--- src/rtl/demux1_4_tdm_if.sv ---
// Shared-line bundle for the 4-slot TDM receiver.
// Line side drives din/din_valid/fsync; the demux returns frame status.
interface demux1_4_tdm_if #(
    parameter int WIDTH = 8
);
    logic [WIDTH-1:0]   din;
    logic               din_valid;
    logic               fsync;
    logic [4*WIDTH-1:0] dataout;
    logic               frame_valid;
    logic [1:0]         sel;
    logic               locked;
    logic               err;

    modport master (
        output din, din_valid, fsync,
        input  dataout, frame_valid, sel, locked, err
    );

    modport slave (
        input  din, din_valid, fsync,
        output dataout, frame_valid, sel, locked, err
    );
endinterface

--- src/rtl/demux1_4_tdm.sv ---
// 1:4 time-division demultiplexer with frame lock and flywheel.
// Slots are staged, then all four channels land in dataout on one edge.
module demux1_4_tdm #(
    parameter int WIDTH      = 8,
    parameter int MISS_LIMIT = 3
) (
    input logic           clk,
    input logic           rst_n,
    demux1_4_tdm_if.slave bus
);
    localparam int MW = $clog2(MISS_LIMIT + 1);

    typedef enum logic {HUNT, LOCK} state_t;

    state_t             state_q, state_d;
    logic [1:0]         sel_q, sel_d;
    logic [MW-1:0]      miss_q, miss_d, miss_inc;
    logic [WIDTH-1:0]   stg0_q, stg0_d;
    logic [WIDTH-1:0]   stg1_q, stg1_d;
    logic [WIDTH-1:0]   stg2_q, stg2_d;
    logic [4*WIDTH-1:0] dout_q, dout_d;
    logic               fv_q, fv_d;
    logic               err_q, err_d;

    always_ff @(posedge clk) begin
        if (!rst_n) begin
            state_q <= HUNT;
            sel_q   <= '0;
            miss_q  <= '0;
            stg0_q  <= '0;
            stg1_q  <= '0;
            stg2_q  <= '0;
            dout_q  <= '0;
            fv_q    <= 1'b0;
            err_q   <= 1'b0;
        end else begin
            state_q <= state_d;
            sel_q   <= sel_d;
            miss_q  <= miss_d;
            stg0_q  <= stg0_d;
            stg1_q  <= stg1_d;
            stg2_q  <= stg2_d;
            dout_q  <= dout_d;
            fv_q    <= fv_d;
            err_q   <= err_d;
        end
    end

    always_comb begin
        state_d  = state_q;
        sel_d    = sel_q;
        miss_d   = miss_q;
        stg0_d   = stg0_q;
        stg1_d   = stg1_q;
        stg2_d   = stg2_q;
        dout_d   = dout_q;
        fv_d     = 1'b0;
        err_d    = 1'b0;
        miss_inc = miss_q + MW'(1);

        if (bus.din_valid) begin
            unique case (state_q)
                HUNT: begin
                    if (bus.fsync) begin
                        stg0_d  = bus.din;
                        sel_d   = 2'd1;
                        miss_d  = '0;
                        state_d = LOCK;
                    end
                end
                LOCK: begin
                    if (bus.fsync) begin
                        // A sync anywhere restarts the frame; mid-frame it is an error.
                        err_d  = (sel_q != 2'd0);
                        stg0_d = bus.din;
                        sel_d  = 2'd1;
                        miss_d = '0;
                    end else begin
                        unique case (sel_q)
                            2'd0: begin
                                err_d  = 1'b1;
                                miss_d = miss_inc;
                                if (miss_inc == MW'(MISS_LIMIT)) begin
                                    state_d = HUNT;
                                    sel_d   = 2'd0;
                                end else begin
                                    stg0_d = bus.din;
                                    sel_d  = 2'd1;
                                end
                            end
                            2'd1: begin
                                stg1_d = bus.din;
                                sel_d  = 2'd2;
                            end
                            2'd2: begin
                                stg2_d = bus.din;
                                sel_d  = 2'd3;
                            end
                            2'd3: begin
                                dout_d = {bus.din, stg2_q, stg1_q, stg0_q};
                                fv_d   = 1'b1;
                                sel_d  = 2'd0;
                            end
                        endcase
                    end
                end
            endcase
        end
    end

    assign bus.dataout     = dout_q;
    assign bus.frame_valid = fv_q;
    assign bus.sel         = sel_q;
    assign bus.locked      = (state_q == LOCK);
    assign bus.err         = err_q;
endmodule

--- src/flat_wrapper.sv ---
// flat-port wrapper written by rule: the top's interface ports become plain ports
module demux1_4_tdm_flat 
#(
    parameter int WIDTH      = 8,
    parameter int MISS_LIMIT = 3
)
  (clk, rst_n, bus_din, bus_din_valid, bus_fsync, bus_dataout, bus_frame_valid, bus_sel, bus_locked, bus_err);
  demux1_4_tdm_if #(.WIDTH(WIDTH)) bus_i ();
  input logic clk;
  input logic rst_n;
  input wire logic [$bits(bus_i.din)-1:0] bus_din;
  input wire logic [$bits(bus_i.din_valid)-1:0] bus_din_valid;
  input wire logic [$bits(bus_i.fsync)-1:0] bus_fsync;
  output wire logic [$bits(bus_i.dataout)-1:0] bus_dataout;
  output wire logic [$bits(bus_i.frame_valid)-1:0] bus_frame_valid;
  output wire logic [$bits(bus_i.sel)-1:0] bus_sel;
  output wire logic [$bits(bus_i.locked)-1:0] bus_locked;
  output wire logic [$bits(bus_i.err)-1:0] bus_err;
  assign bus_i.din = bus_din;
  assign bus_i.din_valid = bus_din_valid;
  assign bus_i.fsync = bus_fsync;
  assign bus_dataout = bus_i.dataout;
  assign bus_frame_valid = bus_i.frame_valid;
  assign bus_sel = bus_i.sel;
  assign bus_locked = bus_i.locked;
  assign bus_err = bus_i.err;
  demux1_4_tdm #(.WIDTH(WIDTH), .MISS_LIMIT(MISS_LIMIT)) u_core (.clk(clk), .rst_n(rst_n), .bus(bus_i));
endmodule
--- config.mk ---
export PLATFORM = sky130hd
export DESIGN_NAME = demux1_4_tdm_flat
export DESIGN_NICKNAME = d
export VERILOG_FILES = /design/src/rtl/demux1_4_tdm_if.sv /design/src/rtl/demux1_4_tdm.sv /design/src/flat_wrapper.sv
export SDC_FILE = /design/constraint.sdc
export NUM_CORES = 1
export LEC_CHECK = 0
export BUFFER_PORTS_ARGS = -buffer_cell sky130_fd_sc_hd__buf_2
export CORE_MARGIN = 2
export CORE_UTILIZATION = 59
export CTS_BUF_LIST = sky130_fd_sc_hd__clkbuf_2 sky130_fd_sc_hd__clkbuf_4 sky130_fd_sc_hd__clkbuf_8
export DETAILED_ROUTE_END_ITERATION = 6
export GPL_TIMING_DRIVEN = 0
export PLACE_DENSITY = 0.81
export SYNTH_ARGS = -nofsm -noshare
export SYNTH_HDL_FRONTEND = slang
export SYNTH_SLANG_ARGS = --single-unit
--- constraint.sdc ---
create_clock -name clk -period 3.01 [get_ports clk]
set_input_delay 0.1505 -clock clk [delete_from_list [all_inputs] [get_ports clk]]
set_output_delay 0.1505 -clock clk [all_outputs]
set_load 0.03 [all_outputs]
==> impl_metrics.py, run 1 <==
metrics = {
    "worst_setup_path": {
        "crit_path_start_kind": "flop",
        "critPathRequiredTime_ns": 3.28,
        "rr_worst_depth": 7,
        "rrSetupSlack_ns": 1.34,
        "critPathMaxFanout": 8,
        "cp-end-kind": "flop",
        "cp-startpoint": "u_core.bus.sel[1]$_SDFFE_PN0P_",
        "r2r_start": "u_core.bus.sel[1]$_SDFFE_PN0P_",
        "r2r-end": "u_core.stg0_q[6]$_SDFFE_PN0P_",
        "endpoint": "u_core.stg0_q[6]$_SDFFE_PN0P_",
        "cp_data_arrival_time_ns": 1.94,
        "critPathKind": "flop to flop",
    },
    "cells_and_area": {
        "diodes": 0,
        "syn2layout_area_growth_pct": 18.7,
        "finalNonFillerCells": 372,
        "fin_nets": 337,
        "drive_gt1_frac": 0.323,
    },
    "detailed_routing": {
        "route.vias.total": 2095,
        "routed_via_density": 5.63,
        "drcViolationCount": 0,
        "detail-route-antenna-nets": 0,
        "totalWireLength_um": 5500,
        "dr.pass1.iters": 4,
        "wl_per_cell_um": 14.8,
        "drt_iter0_drc": 99,
    },
    "clocking": {
        "cts_setup_buffers": 0,
        "clk_pin_slew_ns": 0.07,
        "worstSkewPairLatency_ns": 0.34,
        "cts_root_buf": "clkbuf_8",
        "cts_sinks": 63,
        "cts_max_level": 3,
        "numCtsBuffers": 9,
        "hold_buffers": 0,
        "ctsResizeCount": 0,
        "cts_tree": "yes",
        "cts_buffer_depth": 2,
    },
    "die": {
        "dieWidth_um": 69.6,
        "ios": 49,
        "dieArea_um2": 4840,
        "core-area_um2": 4060,
        "rows": 23,
        "start_util": 0.626,
        "die_h_um": 69.6,
    },
    "timing": {
        "fmax_mhz": 598,
        "setup_tns_ns": 0,
        "relSlewSlack": 0.622,
        "hold_viol": 0,
        "min_period_over_period": 0.556,
        "tightest_slew_ns": 0.562,
        "rsz0062_at_grt": "no",
        "clock_skew_ns": 0.00451,
        "setup_viol": 0,
        "period_needed_ns": 1.67,
        "slew_viol_final": 0,
    },
    "synth": {
        "synth-edff-count": 0,
        "synth_nets": 280,
        "syn_area_um2": 2540,
        "ys_ff_latch": 63,
        "syn_area_per_cell_um2": 9.73,
        "ys_seq_area_frac": 0.497,
        "async_flop_share": 0,
        "yosys_warnings": 0,
        "synth-main-ff-cell": "dfxtp_1",
        "synth.distinct_cells": 27,
        "synth_cells": 261,
    },
    "power": {
        "swShare": 0.236,
        "seqPwrFrac": 0.524,
        "intPower_uw": 1240,
        "clock_power_share": 0.415,
        "total_power_uw": 1620,
        "switchingPower_uw": 382,
        "combinationalPowerShare": 0.061,
        "leakage_uw": 0.00128,
        "ir_drop_mv": 0.327,
        "powerDensity_nw_per_um2": 537,
    },
    "worst_hold_path": {
        "hp-class": "primary input to flop",
        "hold_start": "bus_fsync",
    },
    "global_route": {
        "grt-ovfl-total": 0,
        "antenna_found_initial": 0,
        "grt_pass1_vias": 1963,
        "grt_first_pass_wirelength_um": 9450,
        "grt_max_degree": 11,
        "track_usage": 0.250,
    },
    "outcome": {
        "status": "completed",
    },
    "placed_design": {
        "dp_hpwl_um": 3840,
        "portBuffers": 46,
        "gp_congestion": 0.759,
        "place_inst": 357,
    },
    "flow_run": {
        "drv_cap": 0,
    },
}
state kept, by name, summed over array words and instances (netlist names):
name	count
u_core.bus.dataout	32
u_core.bus.err	1
u_core.bus.frame_valid	1
u_core.bus.locked	1
u_core.bus.sel	2
u_core.miss_q	2
u_core.stg0_q	8
u_core.stg1_q	8
u_core.stg2_q	8
cells in the mapped netlist, types with 2 or more instances:
master | instances | area [µm²]
a21oi_1 | 7 | 35.0
a21oi_2 | 10 | 87.6
a22oi_1 | 2 | 15.0
buf_1 | 3 | 11.3
buf_2 | 6 | 30.0
buf_4 | 4 | 30.0
buf_6 | 6 | 67.6
clkbuf_1 | 2 | 7.51
dfxtp_1 | 63 | 1260
ha_1 | 7 | 87.6
inv_1 | 6 | 22.5
mux2i_1 | 8 | 80.1
nand2_1 | 35 | 131
nand3_1 | 41 | 205
nand3_2 | 10 | 100
nand4b_4 | 3 | 71.3
nor2_1 | 4 | 15.0
o21ai_0 | 26 | 130
o21ai_1 | 10 | 50.1
kinds of logic after synthesis:
family,synth area share
simple gates,0.222
buf+inv,0.0744
compound gates,0.140
fa+ha+maj,0.0345
flops,0.497
mux,0.0315
through the flow:
stage	utilization	hold WS, ns	instance area [µm²]	setup slack, ns
after floorplan	-	0.336	2540	1.33
after global placement	0.698	0.439	2830	1.43
after detailed placement	0.698	0.443	2830	1.35
final	0.743	0.130	3010	1.34
after global routing	0.743	0.154	3010	1.18
after CTS	0.743	0.121	3010	1.33
routing by layer:
metal,wire (µm),track usage,vias up
met2,2500,0.369,86
met3,422,0.0872,10
met5,0,0,-
met1,2490,0.333,977
li1,-,-,1022
met4,87,0.102,0
power by group through the flow:
stage | sequential, µW | clock [µW] | combinational [µW]
after floorplan | 871 | 0 | 66.1
after global placement | 867 | 0 | 95.6
after detailed placement | 867 | 0 | 97.1
after CTS | 848 | 676 | 97.9
after global routing | 849 | 718 | 108
final | 849 | 671 | 98.3
worst max-delay path, stage by stage (launching register included):
cell	delay, ns
dfxtp_1	0.43
inv_1	0.12
ha_1	0.21
inv_1	0.06
ha_1	0.23
nand2_1	0.12
o211ai_4	0.20
mux2i_1	0.24
placed cells by master, fill, tap and decap left out:
master / n
clkinvlp_4: 1
a22oi_1: 2
nand3_1: 41
buf_6: 6
clkinv_2: 2
nor4b_1: 1
buf_2: 52
a32oi_1: 1
and4_2: 1
buf_1: 3
a21oi_1: 7
a221oi_1: 1
o211ai_4: 1
buf_4: 4
nand3_2: 10
nor2b_4: 1
nand4b_4: 3
buf_12: 1
ha_1: 7
mux2i_1: 8
clkbuf_1: 2
dfxtp_1: 63
o21ai_0: 26
inv_1: 6
and3b_1: 1
a21oi_2: 10
nand2_1: 35
clkbuf_8: 12
o21ai_1: 10
nor2_1: 4
worst min path at each step:
stage	endpoint	slack, ns	cells past startpoint
CTS	u_core.bus.dataout[26]$_SDFFE_PN0P_	0.12	3
detailed placement	u_core.bus.dataout[16]$_SDFFE_PN0P_	0.44	2
global route	u_core.bus.dataout[26]$_SDFFE_PN0P_	0.15	3
global placement	u_core.bus.dataout[16]$_SDFFE_PN0P_	0.44	2
floorplan	u_core.bus.dataout[25]$_SDFFE_PN0P_	0.34	2
finish	u_core.bus.locked$_SDFFE_PN0P_	0.13	3
layout make-up:
cell class | instances | area [µm²]
timing repair buffer | 46 | 230
inverter | 6 | 22.5
tap | 50 | 62.6
fill | 300 | 1040
clock buffer | 12 | 165
sequential | 63 | 1260
buffer | 22 | 166
multi-input combinational | 170 | 1090
clock inverter | 3 | 17.5
Power figures use the tool's default switching activity.
==> inputs of run 2 (changes only) <==
ABC_AREA = 1   (was default)
CORE_UTILIZATION = 57   (was 59)
PLACE_DENSITY = 0.79   (was 0.81)
clock period = 1.55 ns   (was 3.01 ns; I/O delays follow)
==> impl_metrics.py, run 2 <==
metrics = {
    "outcome": {
        "status": "completed",
    },
    "cells_and_area": {
        "syn2layout_area_growth_pct": 25.4,
        "layout_common_cells": "nand2_1 (61), dfxtp_1 (60), buf_2 (54)",
        "design_area_um2": 3160,
        "drive_gt1_frac": 0.254,
        "finish.utilization": 0.736,
        "fin_nets": 404,
        "largest_reg_flops": 32,
        "diodes": 0,
        "layout_commonest_cell": "nand2_1",
    },
    "synth": {
        "netlist.area_leader.share": 0.500,
        "synth_nets": 341,
        "synth_most_common_cell": "dfxtp_1",
        "syn_area_um2": 2520,
        "synth_cells": 322,
        "ys_ff_latch": 63,
        "yosys-top-cells-area": "dfxtp_1 (50%), a21oi_1 (10%), nand2_1 (9.2%)",
        "async_flop_share": 0,
        "yosys_warnings": 0,
        "synth-edff-count": 0,
        "synth-main-ff-cell": "dfxtp_1",
        "syn_area_per_cell_um2": 7.83,
        "yosys-top-cells-count": "dfxtp_1 (63), nand2_1 (62), a21oi_1 (51), nand3_1 (33), inv_1 (30)",
        "synth_top_area_cell": "dfxtp_1",
        "synth.distinct_cells": 20,
        "ys_seq_area_frac": 0.500,
    },
    "worst_setup_path": {
        "crit_path_start_kind": "flop",
        "critPathRequiredTime_ns": 1.76,
        "rrSetupSlack_ns": 0.11,
        "cp-startpoint": "u_core.bus.sel[0]$_SDFFE_PN0P_",
        "critPathKind": "flop to flop",
        "cp_data_arrival_time_ns": 1.65,
        "critPathMaxFanout": 10,
        "cp-end-kind": "flop",
        "r2r_start": "u_core.bus.sel[0]$_SDFFE_PN0P_",
    },
    "timing": {
        "hold_ws_ns": 0.0223,
        "setup_viol": 0,
        "slew_viol_final": 0,
        "fmax_mhz": 695,
        "hold_viol": 0,
        "min_period_over_period": 0.928,
        "clock_skew_ns": 0.00826,
        "period_needed_ns": 1.44,
        "tightest_slew_ns": 0.449,
        "setup_tns_ns": 0,
        "relSlewSlack": 0.701,
        "rsz0062_at_grt": "no",
    },
    "power": {
        "intPower_uw": 3030,
        "leakage_uw": 0.00145,
        "powerDensity_nw_per_um2": 1220,
        "combinationalPowerShare": 0.063,
        "ir_drop_mv": 0.685,
        "switchingPower_uw": 839,
        "total_power_uw": 3870,
        "clock_power_share": 0.504,
        "swShare": 0.217,
        "seqPwrFrac": 0.433,
    },
    "die": {
        "dieArea_um2": 4970,
        "dieWidth_um": 70.5,
        "die_h_um": 70.5,
        "core-area_um2": 4290,
        "rows": 24,
        "ios": 49,
        "start_util": 0.587,
    },
    "clocking": {
        "numCtsBuffers": 9,
        "cts_tree": "yes",
        "clk_pin_slew_ns": 0.07,
        "worstSkewPairLatency_ns": 0.34,
        "cts_buffer_depth": 2,
        "cts_sinks": 63,
        "cts_root_buf": "clkbuf_8",
        "cts_max_level": 3,
    },
    "detailed_routing": {
        "drcViolationCount": 0,
        "route.met2.wl_um": 2790,
        "route.vias.total": 2310,
        "routed.top_layer": "met4",
        "wl_per_cell_um": 13.5,
        "drt-met1-wl_um": 2730,
        "drt_iter0_drc": 107,
        "detail-route-antenna-nets": 0,
        "wl_met3_um": 271,
        "totalWireLength_um": 5960,
        "dr.pass1.iters": 5,
        "routed_via_density": 5.23,
    },
    "global_route": {
        "grt_first_pass_wirelength_um": 9790,
        "grt_pass1_vias": 2149,
        "grt_max_degree": 12,
        "grt-ovfl-total": 0,
        "track_usage": 0.253,
        "antenna_found_initial": 0,
    },
    "flow_run": {
        "drv_cap": 0,
    },
    "placed_design": {
        "dp_hpwl_um": 3990,
        "gp_congestion": 0.876,
        "dpl_cell_area_um2": 2830,
        "portBuffers": 48,
    },
    "worst_hold_path": {
        "hp-class": "primary input to flop",
        "hold_start": "bus_din[7]",
    },
}
==> run 2: cell types whose count changed after synthesis, sizes merged, moves of 16 or more <==
cell | before | now
inv | 6 | 33
nand2 | 35 | 65
nor2 | 4 | 21
nand3 | 51 | 35
a21oi | 17 | 51
o21ai | 36 | 19
==> run 2: power groups by stage <==
stage / combinational, µW / sequential (µW) / clock (µW)
floorplan: 153 / 1710 / 0
global placement: 224 / 1710 / 0
detailed placement: 228 / 1710 / 0
CTS: 237 / 1670 / 1940
global route: 274 / 1680 / 2010
finish: 246 / 1670 / 1950
==> run 2: cell type report <==
type	count	area, µm²
Sequential cell	63	1260
Fill cell	347	1130
Multi-Input combinational cell	206	1060
Timing Repair Buffer	52	273
Clock buffer	11	145
Inverter	35	131
Clock inverter	5	129
Buffer	18	97.6
Tap cell	52	65.1
==> run 2: timing repair <==
item,4_1_cts,5_1_grt
setup buffers,0,3
endpoints found under the hold margin,1,0
endpoints found under the setup margin,34,39
gates resized for setup,2,7
hold buffers,1,0
pin swaps,0,3
==> run 2: kinds of logic after synthesis <==
| logic type | after synthesis | synth area share |
|---|---|---|
| simple gates | 129 | 0.235 |
| compound gates | 70 | 0.139 |
| flops | 63 | 0.500 |
| buf+inv | 53 | 0.0908 |
| fa+ha+maj | 7 | 0.0347 |
==> run 2: worst max-delay path, cell delays in order, from the launching register on <==
cell and delay, ns:
dfxtp_2 0.38, ha_1 0.15, inv_1 0.06, nor2_4 0.20, nand2_2 0.16, buf_2 0.22, nand2_1 0.09, a21oi_1 0.06
==> run 2: metal layers <==
metal	track usage	up-vias
met1	0.328	1055
met5	0	-
li1	-	1176
met2	0.409	64
met3	0.0418	15
met4	0.126	0
==> run 2: worst paths after layout <==
path,endpoint,cells after the start
worst max-delay path,u_core.bus.dataout[1]$_SDFFE_PN0P_,7
worst max register to register,u_core.bus.dataout[1]$_SDFFE_PN0P_,7
worst min register to register,u_core.bus.dataout[6]$_SDFFE_PN0P_,2
worst min-delay path,u_core.bus.dataout[31]$_SDFFE_PN0P_,3
==> run 2: through the flow <==
| stage | instances | worst slack [ns] |
|---|---|---|
| floorplan | 322 | 0.0512 |
| global placement | 422 | -0.0624 |
| detailed placement | 422 | -0.127 |
| CTS | 439 | 0.0209 |
| global route | 442 | 0.00271 |
| finish | 442 | 0.112 |
==> inputs of run 3 (changes only) <==
CORE_UTILIZATION = 45   (was 57)
PLACE_DENSITY = 0.67   (was 0.79)
clock period = 1.15 ns   (was 1.55 ns; I/O delays follow)
==> impl_metrics.py, run 3 (synthesis gave the netlist of run 2 again) <==
metrics = {
    "worst_setup_path": {
        "cp_data_arrival_time_ns": 1.55,
        "critPathKind": "flop to flop",
        "critPathMaxFanout": 5,
        "crit_path_start_kind": "flop",
        "cp-end-kind": "flop",
        "critPathRequiredTime_ns": 1.38,
    },
    "global_route": {
        "antenna_found_initial": 0,
        "grt_pass1_vias": 2229,
        "grt_first_pass_wirelength_um": 10400,
        "grt-ovfl-total": 0,
        "grt_max_degree": 11,
        "track_usage": 0.218,
    },
    "die": {
        "die_h_um": 78.9,
        "dieWidth_um": 78.9,
        "rows": 27,
        "ios": 49,
        "dieArea_um2": 6220,
        "start_util": 0.461,
        "core-area_um2": 5470,
    },
    "timing": {
        "period_needed_ns": 1.32,
        "slew_viol_final": 0,
        "tightest_slew_ns": 0.657,
        "relSlewSlack": 0.562,
        "hold_viol": 0,
        "min_period_over_period": 1.15,
        "setup_viol": 59,
        "setup_ws_ns": -0.175,
        "fmax_mhz": 755,
        "rsz0062_at_grt": "yes",
        "clock_skew_ns": 0.00574,
        "hold_ws_ns": 0.0119,
    },
    "detailed_routing": {
        "dr.pass1.iters": 4,
        "drt_iter0_drc": 125,
        "drcViolationCount": 0,
        "route.vias.total": 2324,
        "detail-route-antenna-nets": 0,
        "routed_via_density": 4.93,
        "totalWireLength_um": 6240,
        "wl_per_cell_um": 13.2,
    },
    "clocking": {
        "worstSkewPairLatency_ns": 0.33,
        "cts_tree": "yes",
        "clk_pin_slew_ns": 0.07,
        "cts_buffer_depth": 2,
        "numCtsBuffers": 9,
        "cts_sinks": 63,
        "cts_root_buf": "clkbuf_8",
        "cts_max_level": 3,
    },
    "placed_design": {
        "dp_hpwl_um": 4100,
        "place_inst": 442,
        "portBuffers": 48,
        "dp_slack_ns": -0.196,
        "gp_congestion": 0.820,
    },
    "cells_and_area": {
        "nFillCells": 509,
        "syn2layout_area_growth_pct": 36.2,
        "layout_common_cells": "dfxtp_1 (60), buf_2 (47), nand2_1 (41), a21oi_1 (41), nand3_1 (33)",
        "diodes": 0,
        "finish.utilization": 0.627,
        "finalNonFillerCells": 471,
        "largest_reg_flops": 32,
        "fin_nets": 413,
        "layout_commonest_cell": "dfxtp_1",
        "drive_gt1_frac": 0.366,
    },
    "outcome": {
        "violations": "negative setup slack",
        "status": "finished, violations left",
    },
    "power": {
        "ir_drop_mv": 0.678,
        "total_power_uw": 4420,
        "powerDensity_nw_per_um2": 1290,
        "leakage_uw": 0.00149,
    },
    "worst_hold_path": {
        "hp-class": "primary input to flop",
    },
    "flow_run": {
        "drv_cap": 0,
    },
}
-- run 3: changes by cell type in the layout (fill, tap and decap cells not counted), moves of 4 or more --
| cell | change |
|---|---|
| a21oi_1 | -10 |
| a21oi_2 | +10 |
| buf_2 | -7 |
| buf_6 | +11 |
| bufinv_16 | -4 |
| inv_1 | -6 |
| nand2_1 | -20 |
| nand2_2 | +14 |
| nand2_4 | +5 |
-- run 3: cell type report --
class                           instances  area [µm²]  area share
Clock inverter                          3        16.3     0.00474
Tap cell                               72        90.1      0.0262
Timing Repair Buffer                   60         357       0.104
Sequential cell                        63        1270       0.371
Buffer                                 18         143      0.0415
Multi-Input combinational cell        207        1250       0.363
Inverter                               35         141      0.0412
Clock buffer                           13         166      0.0485
-- run 3: through the flow --
stage	area [µm²]	setup TNS, ns
2_1_floorplan	2640	-3.43
3_3_place_gp	2970	-5.89
3_5_place_dp	2970	-6.15
4_1_cts	3300	-7.70
5_1_grt	3430	-12.29
6_report	3430	-8.22
-- run 3: final timing paths --
check | startpoint | to | slack, ns | cells past startpoint
worst max register to register | u_core.bus.sel[1]$_SDFFE_PN0P_ | u_core.miss_q[1]$_SDFFE_PN0P_ | -0.17 | 10
worst min register to register | u_core.bus.dataout[27]$_SDFFE_PN0P_ | u_core.bus.dataout[27]$_SDFFE_PN0P_ | 0.46 | 2
worst min-delay path | bus_din[2] | u_core.bus.dataout[26]$_SDFFE_PN0P_ | 0.01 | 3
worst max-delay path | u_core.bus.sel[1]$_SDFFE_PN0P_ | u_core.miss_q[1]$_SDFFE_PN0P_ | -0.17 | 10
-- run 3: metal layers --
layer	track usage	wire length, µm	vias up
li1	-	-	1200
met1	0.296	2980	1055
met2	0.332	2910	60
met3	0.0557	253	9
met4	0.0897	89	0
met5	0	0	-
-- run 3: worst max-delay path: stages (launching register included) --
cell and delay (ns):
dfxtp_4 0.37, inv_4 0.07, ha_4 0.13, inv_2 0.04, ha_4 0.18, nand2_8 0.09
clkinv_4 0.05, nor2_4 0.12, nand2_1 0.07, nand2_1 0.06, nor2_1 0.04
-- run 3: report_power, final --
| part | switching (µW) | internal [µW] | total, µW |
|---|---|---|---|
| registers | 30.4 | 2220 | 2250 |
| logic | 256 | 138 | 394 |
| clock network | 834 | 944 | 1780 |
-- run 3: timing repair --
| item | in CTS | in global routing |
|---|---|---|
| cloned | 4 | 0 |
| endpoints found under the hold margin | 2 | 0 |
| setup endpoints to repair | 55 | 60 |
| setup buffers | 5 | 2 |
| hold buffers | 2 | 0 |
| pin swaps | 11 | 9 |
| resized for setup | 20 | 38 |
